$ cat src/rtl/dff_mem_pkg.sv
// dff_mem_pkg: shared state type, requester ids and default widths for the DFF RAM arbiter
package dff_mem_pkg;
  localparam int DEF_ADDR_W = 4;
  localparam int DEF_DATA_W = 8;
  localparam logic REQ_A = 1'b0;
  localparam logic REQ_B = 1'b1;
  typedef enum logic [1:0] {IDLE, ISSUE, RDWAIT} state_t;
endpackage

$ cat src/rtl/dff_mem_arbiter_if.sv
// dff_mem_arbiter_if: requester handshake, response and RAM command bundle
interface dff_mem_arbiter_if
  import dff_mem_pkg::*;
#(
  parameter int ADDR_W = DEF_ADDR_W,
  parameter int DATA_W = DEF_DATA_W
) ();
  logic [1:0] req_valid, req_ready, req_we, rsp_valid;
  logic [ADDR_W-1:0] req_addr_a, req_addr_b, mem_addr;
  logic [DATA_W-1:0] req_wdata_a, req_wdata_b, rsp_rdata, mem_wdata, mem_rdata;
  logic busy, mem_we, mem_re;
  modport master (
    output req_valid, req_we, req_addr_a, req_addr_b, req_wdata_a, req_wdata_b, mem_rdata,
    input  req_ready, rsp_valid, rsp_rdata, busy, mem_addr, mem_wdata, mem_we, mem_re
  );
  modport slave (
    input  req_valid, req_we, req_addr_a, req_addr_b, req_wdata_a, req_wdata_b, mem_rdata,
    output req_ready, rsp_valid, rsp_rdata, busy, mem_addr, mem_wdata, mem_we, mem_re
  );
endinterface

$ cat src/rtl/dff_mem_rr_arb.sv
// dff_mem_rr_arb: two-way round-robin grant with a registered last-winner pointer
module dff_mem_rr_arb
  import dff_mem_pkg::*;
(
  input  logic       clk,
  input  logic       rst_n,
  input  logic [1:0] i_valid,
  input  logic       i_accept,
  output logic [1:0] o_grant
);
  logic r_last, w_win;
  // a lone requester wins; on a tie the one not granted last wins
  always_comb begin
    w_win = (i_valid == 2'b11) ? ~r_last : i_valid[1];
    o_grant = (|i_valid) ? (w_win ? 2'b10 : 2'b01) : 2'b00;
  end
  // pointer moves only when the grant is actually taken
  always_ff @(posedge clk or negedge rst_n)
    if (!rst_n) r_last <= REQ_B;
    else if (i_accept) r_last <= w_win;
endmodule

$ cat src/rtl/dff_mem_arbiter.sv
// dff_mem_arbiter: round-robin sharing of the single-port DFF scratch RAM between two requesters
module dff_mem_arbiter
  import dff_mem_pkg::*;
#(
  parameter int ADDR_W = DEF_ADDR_W,
  parameter int DATA_W = DEF_DATA_W
) (
  input logic clk,
  input logic rst_n,
  dff_mem_arbiter_if.slave bus
);
  state_t r_state, w_state_nx;
  logic r_id, r_we, r_mem_we, r_mem_re;
  logic [ADDR_W-1:0] r_addr;
  logic [DATA_W-1:0] r_wdata, r_rdata;
  logic [1:0] r_rsp_valid, w_grant, w_ready;
  logic w_hs, w_sel, w_req_we, w_done;

  dff_mem_rr_arb u_arb (
    .clk     (clk),
    .rst_n   (rst_n),
    .i_valid (bus.req_valid),
    .i_accept(w_hs),
    .o_grant (w_grant)
  );

  assign w_ready  = (rst_n && r_state == IDLE) ? w_grant : 2'b00;
  assign w_hs     = |(bus.req_valid & w_ready);
  assign w_sel    = w_ready[1];
  assign w_req_we = bus.req_we[w_sel];
  assign w_done   = (r_state == ISSUE && r_we) || r_state == RDWAIT;

  // accept in IDLE, strobe the RAM for one cycle, reads spend one more cycle collecting data
  always_comb begin
    w_state_nx = IDLE;
    if (r_state == IDLE) w_state_nx = w_hs ? ISSUE : IDLE;
    else if (r_state == ISSUE) w_state_nx = r_we ? IDLE : RDWAIT;
  end

  // state register
  always_ff @(posedge clk or negedge rst_n)
    if (!rst_n) r_state <= IDLE;
    else r_state <= w_state_nx;

  // latch the accepted request; the strobes are registered so they land in the ISSUE cycle
  always_ff @(posedge clk or negedge rst_n)
    if (!rst_n) begin
      r_id     <= REQ_A;
      r_we     <= 1'b0;
      r_addr   <= '0;
      r_wdata  <= '0;
      r_mem_we <= 1'b0;
      r_mem_re <= 1'b0;
    end else begin
      r_mem_we <= w_hs & w_req_we;
      r_mem_re <= w_hs & ~w_req_we;
      if (w_hs) begin
        r_id    <= w_sel;
        r_we    <= w_req_we;
        r_addr  <= w_sel ? bus.req_addr_b : bus.req_addr_a;
        r_wdata <= w_sel ? bus.req_wdata_b : bus.req_wdata_a;
      end
    end

  // completion pulse to the owner; read data captured from the RAM in RDWAIT
  always_ff @(posedge clk or negedge rst_n)
    if (!rst_n) begin
      r_rsp_valid <= 2'b00;
      r_rdata     <= '0;
    end else begin
      r_rsp_valid <= {w_done & r_id, w_done & ~r_id};
      if (r_state == RDWAIT) r_rdata <= bus.mem_rdata;
    end

  assign bus.req_ready = w_ready;
  assign bus.rsp_valid = r_rsp_valid;
  assign bus.rsp_rdata = r_rdata;
  assign bus.busy      = (r_state != IDLE);
  assign bus.mem_addr  = r_addr;
  assign bus.mem_wdata = r_wdata;
  assign bus.mem_we    = r_mem_we;
  assign bus.mem_re    = r_mem_re;
endmodule

$ cat src/flat_wrapper.sv
// flat-port wrapper written by rule: the top's interface ports become plain ports
module dff_mem_arbiter_flat import dff_mem_pkg::*;
#(
  parameter int ADDR_W = DEF_ADDR_W,
  parameter int DATA_W = DEF_DATA_W
)
  (clk, rst_n, bus_req_valid, bus_req_we, bus_req_addr_a, bus_req_addr_b, bus_req_wdata_a, bus_req_wdata_b, bus_mem_rdata, bus_req_ready, bus_rsp_valid, bus_rsp_rdata, bus_busy, bus_mem_addr, bus_mem_wdata, bus_mem_we, bus_mem_re);
  dff_mem_arbiter_if #(.ADDR_W(ADDR_W), .DATA_W(DATA_W)) bus_i ();
  input logic clk;
  input logic rst_n;
  input wire logic [$bits(bus_i.req_valid)-1:0] bus_req_valid;
  input wire logic [$bits(bus_i.req_we)-1:0] bus_req_we;
  input wire logic [$bits(bus_i.req_addr_a)-1:0] bus_req_addr_a;
  input wire logic [$bits(bus_i.req_addr_b)-1:0] bus_req_addr_b;
  input wire logic [$bits(bus_i.req_wdata_a)-1:0] bus_req_wdata_a;
  input wire logic [$bits(bus_i.req_wdata_b)-1:0] bus_req_wdata_b;
  input wire logic [$bits(bus_i.mem_rdata)-1:0] bus_mem_rdata;
  output wire logic [$bits(bus_i.req_ready)-1:0] bus_req_ready;
  output wire logic [$bits(bus_i.rsp_valid)-1:0] bus_rsp_valid;
  output wire logic [$bits(bus_i.rsp_rdata)-1:0] bus_rsp_rdata;
  output wire logic [$bits(bus_i.busy)-1:0] bus_busy;
  output wire logic [$bits(bus_i.mem_addr)-1:0] bus_mem_addr;
  output wire logic [$bits(bus_i.mem_wdata)-1:0] bus_mem_wdata;
  output wire logic [$bits(bus_i.mem_we)-1:0] bus_mem_we;
  output wire logic [$bits(bus_i.mem_re)-1:0] bus_mem_re;
  assign bus_i.req_valid = bus_req_valid;
  assign bus_i.req_we = bus_req_we;
  assign bus_i.req_addr_a = bus_req_addr_a;
  assign bus_i.req_addr_b = bus_req_addr_b;
  assign bus_i.req_wdata_a = bus_req_wdata_a;
  assign bus_i.req_wdata_b = bus_req_wdata_b;
  assign bus_i.mem_rdata = bus_mem_rdata;
  assign bus_req_ready = bus_i.req_ready;
  assign bus_rsp_valid = bus_i.rsp_valid;
  assign bus_rsp_rdata = bus_i.rsp_rdata;
  assign bus_busy = bus_i.busy;
  assign bus_mem_addr = bus_i.mem_addr;
  assign bus_mem_wdata = bus_i.mem_wdata;
  assign bus_mem_we = bus_i.mem_we;
  assign bus_mem_re = bus_i.mem_re;
  dff_mem_arbiter #(.ADDR_W(ADDR_W), .DATA_W(DATA_W)) u_core (.clk(clk), .rst_n(rst_n), .bus(bus_i));
endmodule
$ cat config.mk
export PLATFORM = sky130hd
export DESIGN_NAME = dff_mem_arbiter_flat
export DESIGN_NICKNAME = d
export VERILOG_FILES = /design/src/rtl/dff_mem_pkg.sv /design/src/rtl/dff_mem_arbiter_if.sv /design/src/rtl/dff_mem_rr_arb.sv /design/src/rtl/dff_mem_arbiter.sv /design/src/flat_wrapper.sv
export SDC_FILE = /design/constraint.sdc
export NUM_CORES = 1
export LEC_CHECK = 0
export CORE_MARGIN = 8
export CORE_UTILIZATION = 30
export DETAILED_ROUTE_END_ITERATION = 10
export SLEW_MARGIN = 40
export SYNTH_ARGS = -nofsm -noshare
export SYNTH_HDL_FRONTEND = slang
export SYNTH_SLANG_ARGS = --single-unit
$ cat constraint.sdc
create_clock -name clk -period 1.8 [get_ports clk]
set_input_delay 0.18 -clock clk [delete_from_list [all_inputs] [get_ports clk]]
set_output_delay 0.18 -clock clk [all_outputs]
set_load 0.05 [all_outputs]
==> flow_metrics.env <==
export IMPL_dpl_cell_area_mm2=0.00205
export IMPL_relSlewSlack=0.481
export IMPL_cp_end_kind="output port"
export IMPL_met1Wirelength_um=1480
export IMPL_cts_sinks=29
export IMPL_insertedDiodeCount=0
export IMPL_vias=1182
export IMPL_antenna_left=0
export IMPL_top_layer="met4"
export IMPL_max_freq_mhz=575
export IMPL_final_max_slew_viol_count=0
export IMPL_fin_ws_ns=0.0618
export IMPL_startpoint_type="flip-flop"
export IMPL_cts_tree="done"
export IMPL_power_density_mw_per_mm2=1410
export IMPL_grt_pass1_vias=1343
export IMPL_synthCells=116
export IMPL_clk_pin_slew_ns=0.06
export IMPL_routed_wl_um=3860
export IMPL_fp_dieArea_mm2=0.00665
export IMPL_ys_types=27
export IMPL_setup_worst_path_class="reg -> out"
export IMPL_wl_met3_um=536
export IMPL_cts_buffers=5
export IMPL_worstPathMaxFanout=5
export IMPL_cpMaxStageDelayCell="dfrtp_1"
export IMPL_required_ns=1.62
export IMPL_cts_hold_buf=0
export IMPL_io_pins=65
export IMPL_cts_setup_buffers=0
export IMPL_rsz0062_at_grt="false"
export IMPL_hp_class="in -> async"
export IMPL_dp_cells=233
export IMPL_gp_congestion=0.809
export IMPL_slowest_delay_ns=0.46
export IMPL_nFillCells=383
export IMPL_setup_viol=0
export IMPL_route_detailed_drc=0
export IMPL_fin_crit_sh=0.966
export IMPL_drv_max_cap_violation_count=0
export IMPL_path_cells="or3b_4 > nor2_1 > buf_12"
export IMPL_leakagePower_nw=0.905
export IMPL_worst_slew_pin_slew_ns=0.776
export IMPL_cp_num_buf_inv=1
export IMPL_net_switching_power_w=0.00127
export IMPL_grt_max_degree=30
export IMPL_h_tree_depth=2
export IMPL_internal_power_w=0.00175
export IMPL_dp_hpwl_um=3000
export IMPL_ys_top_cells_by_area="dfrtp_1 (54%), o31ai_1 (7.0%), nor2_1 (4.9%)"
export IMPL_yosysWarnings=0
export IMPL_synth_seq_area_share=0.564
export IMPL_stdcell_count=241
export IMPL_rrSetupSlack_ns=0.30
export IMPL_met2WireLength_um=1800
export IMPL_final_common_cell="clkdlybuf4s50_1"
export IMPL_synth_seq_cells=29
export IMPL_fp_dieH_um=81.6
export IMPL_arrival_ns=1.56
export IMPL_hold_viol=0
export IMPL_netlist_area_mm2=0.00129
export IMPL_synth_area_leader_cell="dfrtp_1"
export IMPL_mostFrequentLayoutCells="clkdlybuf4s50_1 (61), dfrtp_1 (28), nor2_1 (16)"
export IMPL_syn2layout_area_growth_pct=66.4
export IMPL_synth_top_cell_area_share=0.543
export IMPL_dr_first_iter_drc_count=29
export IMPL_syn_nets=154
export IMPL_core_area_mm2=0.00423
export IMPL_dpl_worst_slack_ns=0.0525
export IMPL_clk_latency_ns=0.28
export IMPL_viasPerCell=4.90
export IMPL_outcome="completed"
export IMPL_die_x_um=81.6
export IMPL_fin_nets=226
export IMPL_timing_final_crit_period_ns=1.74
export IMPL_path_delay_family="simple AND/OR/NAND/NOR gates"
export IMPL_cts_root_buffer="clkbuf_8"
export IMPL_io_buffers=64
export IMPL_grt_antenna_before_repair=0
export IMPL_clock_path_buffers=2
export IMPL_drive_gt1_frac=0.164
export IMPL_track_usage=0.126
export IMPL_std_cell_rows=24
export IMPL_syn_avg_cell_area_um2=11.1
export IMPL_wire_per_inst_um=16.0
export IMPL_final_setup_tns_ns=0
export IMPL_hold_slack_ns=0.375
export IMPL_comb_power_share=0.490
export IMPL_first_pass_iters=4
export IMPL_grt_pass1_wl_um=6420
export IMPL_peakVddDrop_v=0.000541
export IMPL_final_area_mm2=0.00215
export IMPL_skew_ns=0.00629
export IMPL_ctsResizeCount=0
export IMPL_pwr_share_clk=0.193
export IMPL_p_sw_frac=0.421
export IMPL_initial_core_util=0.305
export IMPL_pwr_share_seq=0.317
export IMPL_overflow=0
-- area by class of cell --
cell class / instances / area [um2] / area share
multi-input cells: 79 / 519 / 0.242
flip-flops and latches: 29 / 727 / 0.339
clock inverters: 1 / 5.00 / 0.00233
clock buffers: 7 / 96.3 / 0.0449
well taps: 52 / 65.1 / 0.0303
inverters: 1 / 3.75 / 0.00175
repair buffers: 72 / 731 / 0.340
-- flip-flops by register name (all words and copies together), names as in the netlist --
register,flops
u_core.bus.mem_addr,4
u_core.bus.mem_re,1
u_core.bus.mem_wdata,8
u_core.bus.mem_we,1
u_core.bus.rsp_rdata,8
u_core.bus.rsp_valid,2
u_core.r_id,1
u_core.r_state,2
u_core.r_we,1
u_core.u_arb.r_last,1
-- power groups by stage --
stage	registers, W	logic, W	clock network [W]
final	0.000958	0.00148	0.000584
after global routing	0.000989	0.00156	0.000639
after CTS	0.000961	0.00150	0.000604
after detailed placement	0.000969	0.00150	0
after global placement	0.000964	0.00149	0
after floorplan	0.00158	0.000305	0
-- stage by stage --
step / utilization / total power (W)
2_1_floorplan: - / 0.00188
3_3_place_gp: 0.483 / 0.00245
3_5_place_dp: 0.483 / 0.00247
4_1_cts: 0.507 / 0.00307
5_1_grt: 0.507 / 0.00319
6_report: 0.507 / 0.00302
-- worst reg2reg max path: stages (launching register included) --
cell and delay, ns:
dfrtp_1 0.46, or3b_4 0.42, buf_4 0.19, o21ai_0 0.19, o31ai_1 0.11
-- synthesized netlist by cell type (all sizes together) --
cell,count
dfrtp,28
nor2,17
o21ai,13
a21oi,12
o31ai,12
mux2,8
buf,4
a21boi,3
clkbuf,3
nor2b,3
a21o,2
a211o,1
a21bo,1
and3,1
clkinv,1
dfstp,1
nand2b,1
nor3b,1
o21a,1
o22a,1
or2,1
or3b,1
-- layer usage --
| layer | vias up | track usage |
|---|---|---|
| met4 | 0 | 0.0368 |
| met1 | 559 | 0.126 |
| li1 | 564 | - |
| met3 | 5 | 0.0842 |
| met5 | - | 0 |
| met2 | 54 | 0.209 |
-- cells by family (layout without fill, tap and decap cells) --
kind of cell	Yosys count	after routing	share of synthesized area
AO/OA/AOI/OAI	46	46	0.229
flip-flops	29	29	0.564
AND/OR/NAND/NOR	25	25	0.102
multiplexers	8	8	0.0698
buffers and inverters	8	81	0.0359
-- final timing paths --
| path | to | from | depth (start not counted) |
|---|---|---|---|
| min in group clk | u_core.bus.rsp_valid[0] | u_core.r_id | 1 |
| setup reg to reg | u_core.bus.mem_wdata[3] | u_core.r_state[1] | 4 |
| setup / recovery | bus_req_ready[1] | u_core.r_state[1] | 3 |
| hold reg to reg | u_core.bus.rsp_valid[0] | u_core.r_id | 1 |
| hold / removal | u_core.bus.mem_wdata[6] | rst_n | 2 |
| max in group asynchronous | u_core.u_arb.r_last | rst_n | 2 |
(Power assumes the default switching activity.)
